File: src/rtl/conv1d_maxpool_seq.sv
// Single-channel 1-D convolution (sequential MAC) with bias, rescale, optional ReLU and fused max-pool.
// Latency: o_stb_out rises K+1 edges after the edge that accepts the last sample of a pool group.
// Backpressure: no input is accepted during MAC/POST/OUT, so a stalled consumer stalls the input stream.
//
// Ports:
//   clk, RST          clock (rising edge), asynchronous active-high reset
//   i_EN_w, i_EN_c    start weight load / start-continue compute run (sampled in IDLE; i_EN_c also at OUT exit)
//   o_busy            high whenever the block is not idle
//   i_data, i_stb_in  weight/bias/sample word and its strobe; o_ack_in is the ready
//   o_data, o_stb_out pooled result and its strobe, held until i_ack_out
module conv1d_maxpool_seq #(
  parameter int DW     = 16,
  parameter int K      = 3,
  parameter int STRIDE = 1,
  parameter int POOL   = 2,
  parameter int FRAC   = 0,
  parameter int RELU   = 0
) (
  input  logic          clk,
  input  logic          RST,
  input  logic          i_EN_w,
  input  logic          i_EN_c,
  output logic          o_busy,
  input  logic [DW-1:0] i_data,
  input  logic          i_stb_in,
  output logic          o_ack_in,
  output logic [DW-1:0] o_data,
  output logic          o_stb_out,
  input  logic          i_ack_out
);

  // Accumulator is wide enough that K full-scale products can never overflow.
  localparam int ACCW = 2*DW + $clog2(K);
  localparam int CW   = $clog2(K+1);
  localparam int TW   = $clog2(K);
  localparam int PW   = $clog2(POOL+1);

  localparam logic [2:0] S_IDLE = 3'd0;
  localparam logic [2:0] S_LOAD = 3'd1;
  localparam logic [2:0] S_FILL = 3'd2;
  localparam logic [2:0] S_MAC  = 3'd3;
  localparam logic [2:0] S_POST = 3'd4;
  localparam logic [2:0] S_OUT  = 3'd5;

  localparam logic signed [ACCW:0] SAT_MAX = {{(ACCW+2-DW){1'b0}}, {(DW-1){1'b1}}};
  localparam logic signed [ACCW:0] SAT_MIN = {{(ACCW+2-DW){1'b1}}, {(DW-1){1'b0}}};

  logic [2:0]             state;
  logic signed [DW-1:0]   w [K];
  logic signed [DW-1:0]   x [K];
  logic signed [DW-1:0]   bias;
  logic [CW-1:0]          cnt;      // word count in LOAD, sample count in FILL
  logic [TW-1:0]          tap;
  logic [PW-1:0]          pos;
  logic                   primed;   // window already holds a full position in this run
  logic signed [ACCW-1:0] acc;
  logic signed [DW-1:0]   best;

  logic                   xfer;
  logic [CW-1:0]          need;
  logic signed [2*DW-1:0] prod;
  logic signed [ACCW-1:0] prod_ext;
  logic signed [ACCW-1:0] shifted;
  logic signed [ACCW:0]   sum;
  logic signed [DW-1:0]   y_sat;
  logic signed [DW-1:0]   y;
  logic signed [DW-1:0]   best_nxt;

  assign o_busy   = (state != S_IDLE);
  assign o_ack_in = (state == S_LOAD) || (state == S_FILL);
  assign xfer     = i_stb_in & o_ack_in;

  // First position of a run needs a full window; later ones only STRIDE fresh samples.
  assign need     = primed ? CW'(STRIDE) : CW'(K);

  assign prod     = w[tap] * x[tap];
  assign prod_ext = {{(ACCW-2*DW){prod[2*DW-1]}}, prod};
  assign shifted  = acc >>> FRAC;
  // One extra bit so the bias add itself cannot wrap before saturation.
  assign sum      = {shifted[ACCW-1], shifted} + {{(ACCW+1-DW){bias[DW-1]}}, bias};

  always_comb begin
    y_sat = sum[DW-1:0];
    if (sum > SAT_MAX) begin
      y_sat = {1'b0, {(DW-1){1'b1}}};
    end else if (sum < SAT_MIN) begin
      y_sat = {1'b1, {(DW-1){1'b0}}};
    end
    y = y_sat;
    if (RELU != 0 && y_sat[DW-1]) begin
      y = '0;
    end
    best_nxt = (pos == '0 || y > best) ? y : best;
  end

  always_ff @(posedge clk or posedge RST) begin
    if (RST) begin
      state     <= S_IDLE;
      for (int i = 0; i < K; i++) begin
        w[i] <= '0;
        x[i] <= '0;
      end
      bias      <= '0;
      cnt       <= '0;
      tap       <= '0;
      pos       <= '0;
      primed    <= 1'b0;
      acc       <= '0;
      best      <= '0;
      o_data    <= '0;
      o_stb_out <= 1'b0;
    end else begin
      case (state)
        S_IDLE: begin
          if (i_EN_w && !i_EN_c) begin
            state <= S_LOAD;
            cnt   <= '0;
          end else if (!i_EN_w && i_EN_c) begin
            state  <= S_FILL;
            cnt    <= '0;
            pos    <= '0;
            primed <= 1'b0;
          end
        end
        S_LOAD: begin
          if (xfer) begin
            if (cnt == CW'(K)) begin
              bias  <= i_data;
              state <= S_IDLE;
            end else begin
              // Shift in from the top so the first word ends up in w[0].
              for (int i = 0; i < K-1; i++) begin
                w[i] <= w[i+1];
              end
              w[K-1] <= i_data;
              cnt    <= cnt + 1'b1;
            end
          end
        end
        S_FILL: begin
          if (xfer) begin
            for (int i = 0; i < K-1; i++) begin
              x[i] <= x[i+1];
            end
            x[K-1] <= i_data;
            if ((cnt + 1'b1) == need) begin
              state  <= S_MAC;
              cnt    <= '0;
              acc    <= '0;
              tap    <= '0;
              primed <= 1'b1;
            end else begin
              cnt <= cnt + 1'b1;
            end
          end
        end
        S_MAC: begin
          acc <= acc + prod_ext;
          if (tap == TW'(K-1)) begin
            state <= S_POST;
          end else begin
            tap <= tap + 1'b1;
          end
        end
        S_POST: begin
          best <= best_nxt;
          if ((pos + 1'b1) == PW'(POOL)) begin
            o_data    <= best_nxt;
            o_stb_out <= 1'b1;
            pos       <= '0;
            state     <= S_OUT;
          end else begin
            pos   <= pos + 1'b1;
            state <= S_FILL;
          end
        end
        S_OUT: begin
          if (i_ack_out) begin
            o_stb_out <= 1'b0;
            state     <= i_EN_c ? S_FILL : S_IDLE;
          end
        end
        default: state <= S_IDLE;
      endcase
    end
  end

endmodule

File: config.mk
export PLATFORM = sky130hd
export DESIGN_NAME = conv1d_maxpool_seq
export DESIGN_NICKNAME = d
export VERILOG_FILES = /design/src/rtl/conv1d_maxpool_seq.sv
export SDC_FILE = /design/constraint.sdc
export NUM_CORES = 1
export LEC_CHECK = 0
export BUFFER_PORTS_ARGS = -buffer_cell sky130_fd_sc_hd__buf_2
export CORE_MARGIN = 5
export CORE_UTILIZATION = 40
export CTS_BUF_LIST = sky130_fd_sc_hd__clkbuf_16
export CTS_CLUSTER_DIAMETER = 100
export DETAILED_ROUTE_END_ITERATION = 10
export MAX_ROUTING_LAYER = met4
export PLACE_DENSITY = 0.58
export SYNTH_ARGS = -nofsm -noshare
export SYNTH_HDL_FRONTEND = slang
export SYNTH_SLANG_ARGS = --single-unit
File: constraint.sdc
create_clock -name clk -period 7.5 [get_ports clk]
set_clock_uncertainty 0.1 [all_clocks]
set_input_delay 0.75 -clock clk [delete_from_list [all_inputs] [get_ports clk]]
set_output_delay 0.75 -clock clk [all_outputs]
set_load 0.01 [all_outputs]
-- Yosys cells after proc, flatten, opt, wreduce, memory -nomap -nowiden
Index checks and enable logic that the tools add are counted.
- register bits: 189
- input bits: 22
- output and inout bits: 19
- logic and storage cells: 121
- $add $sub $neg: 5
- $mul: 1
- $lt $le $gt $ge: 4
- eq/ne operators: 21
- multiplexer cells: 46
- bitwise operators: 3
- reductions and logical operators: 25
- operator list (cell ; count):
    2-to-1 mux 16 bit ; 7
    2-to-1 mux 34 bit ; 2
    one-hot mux 34 bit (2 select lines) ; 1
    binary-select mux 16 bit (select 2 bit) ; 2
    adder 34 x 16 -> 35 bit ; 1
    > comparator 35 x 16 -> 1 bit (second input constant) ; 1
    less-than comparator 35 x 16 -> 1 bit (second input constant) ; 1
    adder 34 x 32 -> 34 bit ; 1
    multiplier 16 x 16 -> 32 bit ; 1
    2-to-1 mux 3 bit ; 9
    2-to-1 mux 2 bit ; 13
    inequality test 2 bit (second input constant) ; 9
    one-hot mux 3 bit (6 select lines) ; 1
    > comparator 16 bit ; 1
    AND reduction 3 bit ; 5
    AND reduction 5 bit ; 2
    one-hot mux 2 bit (2 select lines) ; 2
    nonzero test 2 bit ; 4
    AND reduction 7 bit ; 1
    adder 2 x 1 -> 2 bit (second input constant) ; 3
    equality test 2 bit (second input constant) ; 3
    equality test 3 x 2 -> 1 bit (second input constant) ; 2
    equality test 3 bit (second input constant) ; 2
    2-to-1 mux 1 bit ; 6
    other kinds (18) ; 25

-- Depth between registers and ports, before layout
Gate-level depths: netlist (run 1).
- depth in word-level cells: 7
- depth in mapped cells: 30
- gate-level depth less buffers: 28

-- Worst setup path before layout (run 1)
No wires, ideal clock.
- kind: reg-to-reg
- start point: reg tap[1]
- end point: reg acc[33]
- setup time: 134 ps
- arrival time: 7935 ps
- data required time: 7266 ps
- setup slack: -670 ps
- stages on the path, launching flop included: 30
- buffers on the path: 3
- clock period less this slack: 8170 ps
- cells stage by stage: dfrtp_1 -> clkbuf_1 -> clkbuf_1 -> clkbuf_1 -> mux2i_1 -> o21ai_1 -> nand2_1 -> fa_1 -> inv_1 -> fa_1 -> inv_1 -> fa_1 -> inv_1 -> fa_1 -> inv_1 -> fa_1 -> inv_1 -> fa_1 -> ha_1 -> a21o_1 -> a21o_1 -> or3_1 -> a211o_1 -> a211o_1 -> a211oi_1 -> nor2_1 -> a2111o_1 -> a31oi_1 -> xnor2_1 -> o21ai_0
- longest elaborated chain between the ends: 7
- elaborated cells between the ends (all ways): 10
- classes of those cells: 1 x add/sub; 1 x mul; 7 x mux; 1 x bitwise
- ends and longest elaborated chain (element ; line ; text):
    start, declared ; 53 ; logic [TW-1:0] tap;
    start signal, assigned ; 162 ; tap <= tap + 1'b1;
    inverter 2 -> 3 bit (implied by the code) * ; 76 ; assign prod = w[tap] * x[tap];
    binary-select mux 16 bit (select 2 bit) ; 76 ;
    2-to-1 mux 16 bit (implied by the code) (2 in a row) ; 76 ;
    multiplier 16 x 16 -> 32 bit * ; 76 ;
    adder 34 x 32 -> 34 bit * ; 158 ; acc <= acc + prod_ext;
    one-hot mux 34 bit (2 select lines) * ; 113 ; case (state)
    end signal, assigned ; 158 ;
    end, declared ; 56 ; logic signed [ACCW-1:0] acc;
Every way passes the cells marked *; elsewhere a longest branch is shown, timed or not. The select of a mux whose other input is x is not followed.
A chain may end at the register's enable or synchronous reset.

-- Worst setup path after layout (run 1)
Ends and elaborated chain as after synthesis.

==> impl_metrics.json, run 1 <==
{
  "status": "completed",
  "synth_largest_area_cell": "fa_1",
  "netlist_top_cells_count": "inv_1 (319), fa_1 (306), nand2_1 (264)",
  "drc_errors": 0,
  "crit_path_end_kind": "register",
  "avgSynthCellArea_um2": 9.78,
  "ant_nets": 0,
  "wl_per_cell_um": 19.8,
  "rsz0062_at_grt": "true",
  "core_area_um2": 53700,
  "layout.cells.non_filler": 3048,
  "die_w_um": 243,
  "synth.most_common_cell": "inv_1",
  "path_class": "register to register",
  "dieHeight_um": 243,
  "fill_cells": 5161,
  "place_hpwl_mm": 49.7,
  "hold_ws_ns": 0.303,
  "first_global_vias": 16900,
  "io_buffers": 40,
  "ys.flop_type": "dfrtp_1",
  "cp-startpoint": "tap[1]",
  "netlist_instances": 2217,
  "routed_wl_mm": 60.5,
  "required_ns": 7.79,
  "nets": 2823,
  "cp-start-kind": "register",
  "cts.sinks": 189,
  "avgViaCountPerCell": 5.35,
  "vias": 16300,
  "maxSlewHeadroom_pct": 32.0,
  "ys_ff_latch": 189,
  "min_path_type": "input port to asynchronous set/reset pin",
  "final_layout_size_suffix_gt1_share_pct": 17.1,
  "ios": 41,
  "tightestPinTransition_ns": 1.02,
  "synthArstFlopShare_pct": 100,
  "ys_seq_area_share_pct": 21.8,
  "cts_root_buffer": "clkbuf_16",
  "cap_violations": 0,
  "clock_latency_ns": 0.50,
  "syn-num-nets": 2701,
  "slew_violations": 0,
  "fin_crit_sh_pct": 99.9,
  "max_freq_mhz": 133,
  "design_area_um2": 24400,
  "tritoncts": "done",
  "r2r_start": "tap[1]",
  "cpMostUsedCell": "fa_1",
  "cts_made_buffers": 17,
  "track_usage_pct": 21.3,
  "path_max_fanout": 5,
  "dp_cells": 2994,
  "synth_top_area_share_pct": 28.3,
  "worstPathArrival_ns": 7.78,
  "hold_viol_final": 0,
  "netlist_area_um2": 21700,
  "yosys_warnings": 0,
  "overflow": 0,
  "drtPass1Iterations": 6,
  "grt_pass1_wl_mm": 96.5,
  "htreeDepth": 4,
  "synthTopCellsByArea": "fa_1 (28%), dfrtp_1 (22%), ha_1 (9.0%), mux2_2 (6.4%), inv_1 (5.5%)",
  "rows": 85,
  "place_area_um2": 23500,
  "holdBufCountCts": 0,
  "synth_edf_count": 0,
  "slowest_stage": "fa_1",
  "diodes": 0,
  "place.gp.congestion": 0.982,
  "antenna_found_initial": 0,
  "syn_to_final_growth_pct": 12.6,
  "start_util_pct": 40.4,
  "fin_setup_tns_ns": 0,
  "clk_pin_slew_ns": 0.10,
  "dr.first_iter.drc_count": 1165,
  "period_needed_ns": 7.49,
  "clock_path_buffers": 2,
  "grt_max_degree": 128,
  "setup_violations": 0,
  "max_stage_delay_ns": 0.54,
  "dieArea_um2": 59000,
  "synthDistinctLibCells": 72
}
what timing repair did:
item                                   in CTS  in global routing
gates resized for setup                     3                 50
gates cloned                                0                  3
endpoints found under the hold margin       0                  0
setup endpoints to repair                   1                 14
buffers inserted                            0                 19
pin swaps                                   1                 18
layout by cell type (no fill, tap or decap), types with 10 or more instances in the layout:
cell,instances
a211oi_1,10
a21o_1,39
a21oi_1,93
a221o_1,11
a31oi_1,10
and2_1,24
and3_1,18
buf_2,40
buf_4,126
buf_6,12
clkbuf_16,19
dfrtp_1,187
fa_1,303
ha_1,153
inv_1,317
mux2_2,124
mux2i_1,30
nand2_1,262
nand2b_1,21
nand3_1,23
nand4_1,11
nor2_1,132
nor2b_1,14
nor3_1,12
o21a_1,22
o21ai_0,65
o21ai_1,20
or3_1,11
xnor2_1,44
xor2_1,19
flip-flops by register name, indices dropped and copies added (netlist names):
register	flops
cnt	2
w	48
acc	34
bias	16
state	3
primed	1
best	16
tap	2
x	48
o_data	16
pos	2
o_stb_out	1
through the flow:
stage	worst slack [ns]	util (%)
floorplan	0.00334	-
global placement	0.0269	43.7
detailed placement	-0.0237	43.7
CTS	0.00717	44.7
global route	-0.227	45.4
finish	0.00508	45.4
kinds of logic after synthesis:
kind of cell    synth area share, %
simple gates                   11.7
compound gates                 11.8
fa+ha+maj                      37.3
xor+xnor                       2.55
mux                            7.96
buf+inv                        6.99
flops                          21.8
worst paths after layout:
check	slack, ns	to	cells after the start
max in group asynchronous	5.55	w[38]	3
worst max register to register	0.005	acc[33]	28
min in group clk	0.39	o_data[15]	2
worst min register to register	0.39	o_data[15]	2
worst max-delay path	0.005	acc[33]	28
worst min-delay path	0.30	state[2]	2
routing by layer:
layer  vias to the layer above  GRT usage [%]  share of wire, %
li1                       7565              -                 -
met5                         -              -                 0
met4                         0           5.36               2.1
met1                      8317           29.2                45
met3                        59           3.55               4.9
met2                       353           33.4                48
critical path, delay by kind of cell (launching register included):
kind            cells  cell delay (ns)
simple gates        3             0.55
xor+xnor            1             0.14
mux                 1             0.12
fa+ha+maj           7             3.31
compound gates      9             2.12
buf+inv             7             0.53
flops               1             0.51
cell type report:
type / instances / area, um2 / share of cell area (%)
Tap cell: 696 / 871 / 3.57
Timing Repair Buffer: 184 / 1410 / 5.78
Inverter: 320 / 1210 / 4.95
Multi-Input combinational cell: 1627 / 15600 / 64.1
Clock buffer: 17 / 425 / 1.74
Sequential cell: 189 / 4730 / 19.4
Clock inverter: 15 / 115 / 0.472
Power of run 1 is not shown: default switching activity piles up to over one toggle a cycle in this logic, so the estimate is an artifact.
==> inputs of run 2 (changes only) <==
CTS_BUF_LIST = default   (was sky130_fd_sc_hd__clkbuf_16)
==> impl_metrics.json, run 2 (same netlist as run 1, synthesis figures left out) <==
{
  "diodes": 0,
  "cap_violations": 0,
  "setup_violations": 0,
  "reg_top3": "w: 48 flops, x: 48 flops, acc: 34 flops",
  "dieArea_um2": 59000,
  "overflow": 0,
  "max_stage_delay_ns": 0.54,
  "min_path_type": "input port to asynchronous set/reset pin",
  "die_w_um": 243,
  "place_hpwl_mm": 49.7,
  "cts_root_buffer": "clkbuf_16",
  "place.gp.congestion": 0.982,
  "drc_errors": 0,
  "hold_viol_final": 0,
  "fin_setup_tns_ns": 0,
  "crit_path_end_kind": "register",
  "track_usage_pct": 21.3,
  "cts.sinks": 189,
  "final_common_cell": "inv_1",
  "path_max_fanout": 5,
  "first_global_vias": 16900,
  "max_freq_mhz": 133,
  "cp-start-kind": "register",
  "path_class": "register to register",
  "status": "completed",
  "routed_wl_mm": 60.5,
  "required_ns": 7.79,
  "grt_pass1_wl_mm": 96.5,
  "tightestPinTransition_ns": 0.997,
  "slowest_stage": "fa_1",
  "vias": 16300,
  "dr.first_iter.drc_count": 1167,
  "avgViaCountPerCell": 5.35,
  "rows": 85,
  "start_util_pct": 40.4,
  "period_needed_ns": 7.49,
  "slew_violations": 0,
  "fin_crit_sh_pct": 99.9,
  "dieHeight_um": 243,
  "layout_common_cells": "inv_1 (315), fa_1 (303), nand2_1 (262), dfrtp_1 (187), ha_1 (153)",
  "antenna_found_initial": 0,
  "htreeDepth": 4,
  "ios": 41,
  "io_buffers": 40,
  "fill_cells": 5161,
  "nets": 2823,
  "holdBufCountCts": 0,
  "rsz0062_at_grt": "true",
  "clock_latency_ns": 0.50,
  "grt_max_degree": 128,
  "cpMostUsedCell": "fa_1",
  "fin_ws_ns": 0.00505,
  "preCtsSetupSlack_ns": -0.0237,
  "wl_per_cell_um": 19.9,
  "tritoncts": "done",
  "ant_nets": 0,
  "syn_to_final_growth_pct": 12.6,
  "drtPass1Iterations": 6,
  "core_area_um2": 53700,
  "cts_made_buffers": 17,
  "final_layout_size_suffix_gt1_share_pct": 17.1,
  "maxSlewHeadroom_pct": 33.3,
  "clk_pin_slew_ns": 0.10,
  "clock_path_buffers": 2,
  "worstPathArrival_ns": 7.78
}
run 2: path summary, 6_finish.rpt:
kind	startpoint	end	slack (ns)	cells past startpoint
max	tap[1]	acc[33]	0.005	28
min	RST	state[2]	0.31	2
max reg2reg	tap[1]	acc[33]	0.005	28
min reg2reg	o_data[15]	o_data[15]	0.39	2
max in group asynchronous	RST	w[38]	5.55	3
min in group clk	o_data[15]	o_data[15]	0.39	2
run 2: critical path, delay by kind of cell (launching register included):
family / cells / cell delay, ns
AOI/OAI and AO/OA: 9 / 2.12
xor gates and xnor gates: 1 / 0.14
adders and majority gates: 7 / 3.31
buffers and inverters: 7 / 0.53
DFF: 1 / 0.51
muxes: 1 / 0.12
and+or+nand+nor: 3 / 0.55
run 2: cell type report:
type | instances | area [um2] | share of cell area [%]
clock buffers | 19 | 433 | 1.77
clock inverters | 13 | 108 | 0.441
inverters | 320 | 1210 | 4.95
multi-input cells | 1627 | 15600 | 64.1
flip-flops and latches | 189 | 4730 | 19.4
well taps | 696 | 871 | 3.57
repair buffers | 184 | 1410 | 5.78
run 2: stage by stage:
stage | util [%] | hold slack, ns | instance area, um2 | instances
after CTS | 44.7 | 0.360 | 24000 | 3026
after global placement | 43.7 | 0.361 | 23500 | 2994
final | 45.4 | 0.309 | 24400 | 3048
after global routing | 45.4 | 0.383 | 24400 | 3048
after floorplan | - | 0.375 | 21800 | 2217
after detailed placement | 43.7 | 0.376 | 23500 | 2994
run 2: what timing repair did:
item | in CTS | in global routing
resized for setup | 3 | 50
pin swaps | 1 | 18
gates cloned | 0 | 3
setup endpoints to repair | 1 | 14
setup buffers | 0 | 19
run 2: layer usage:
metal / vias to the layer above / GRT usage [%] / part of all wire, %
li1: 7570 / - / -
met1: 8332 / 29.2 / 46
met2: 349 / 33.4 / 48
met3: 57 / 3.55 / 4.6
met4: 0 / 5.36 / 2.0
met5: - / - / 0
Power of run 2 is left out for the same reason.
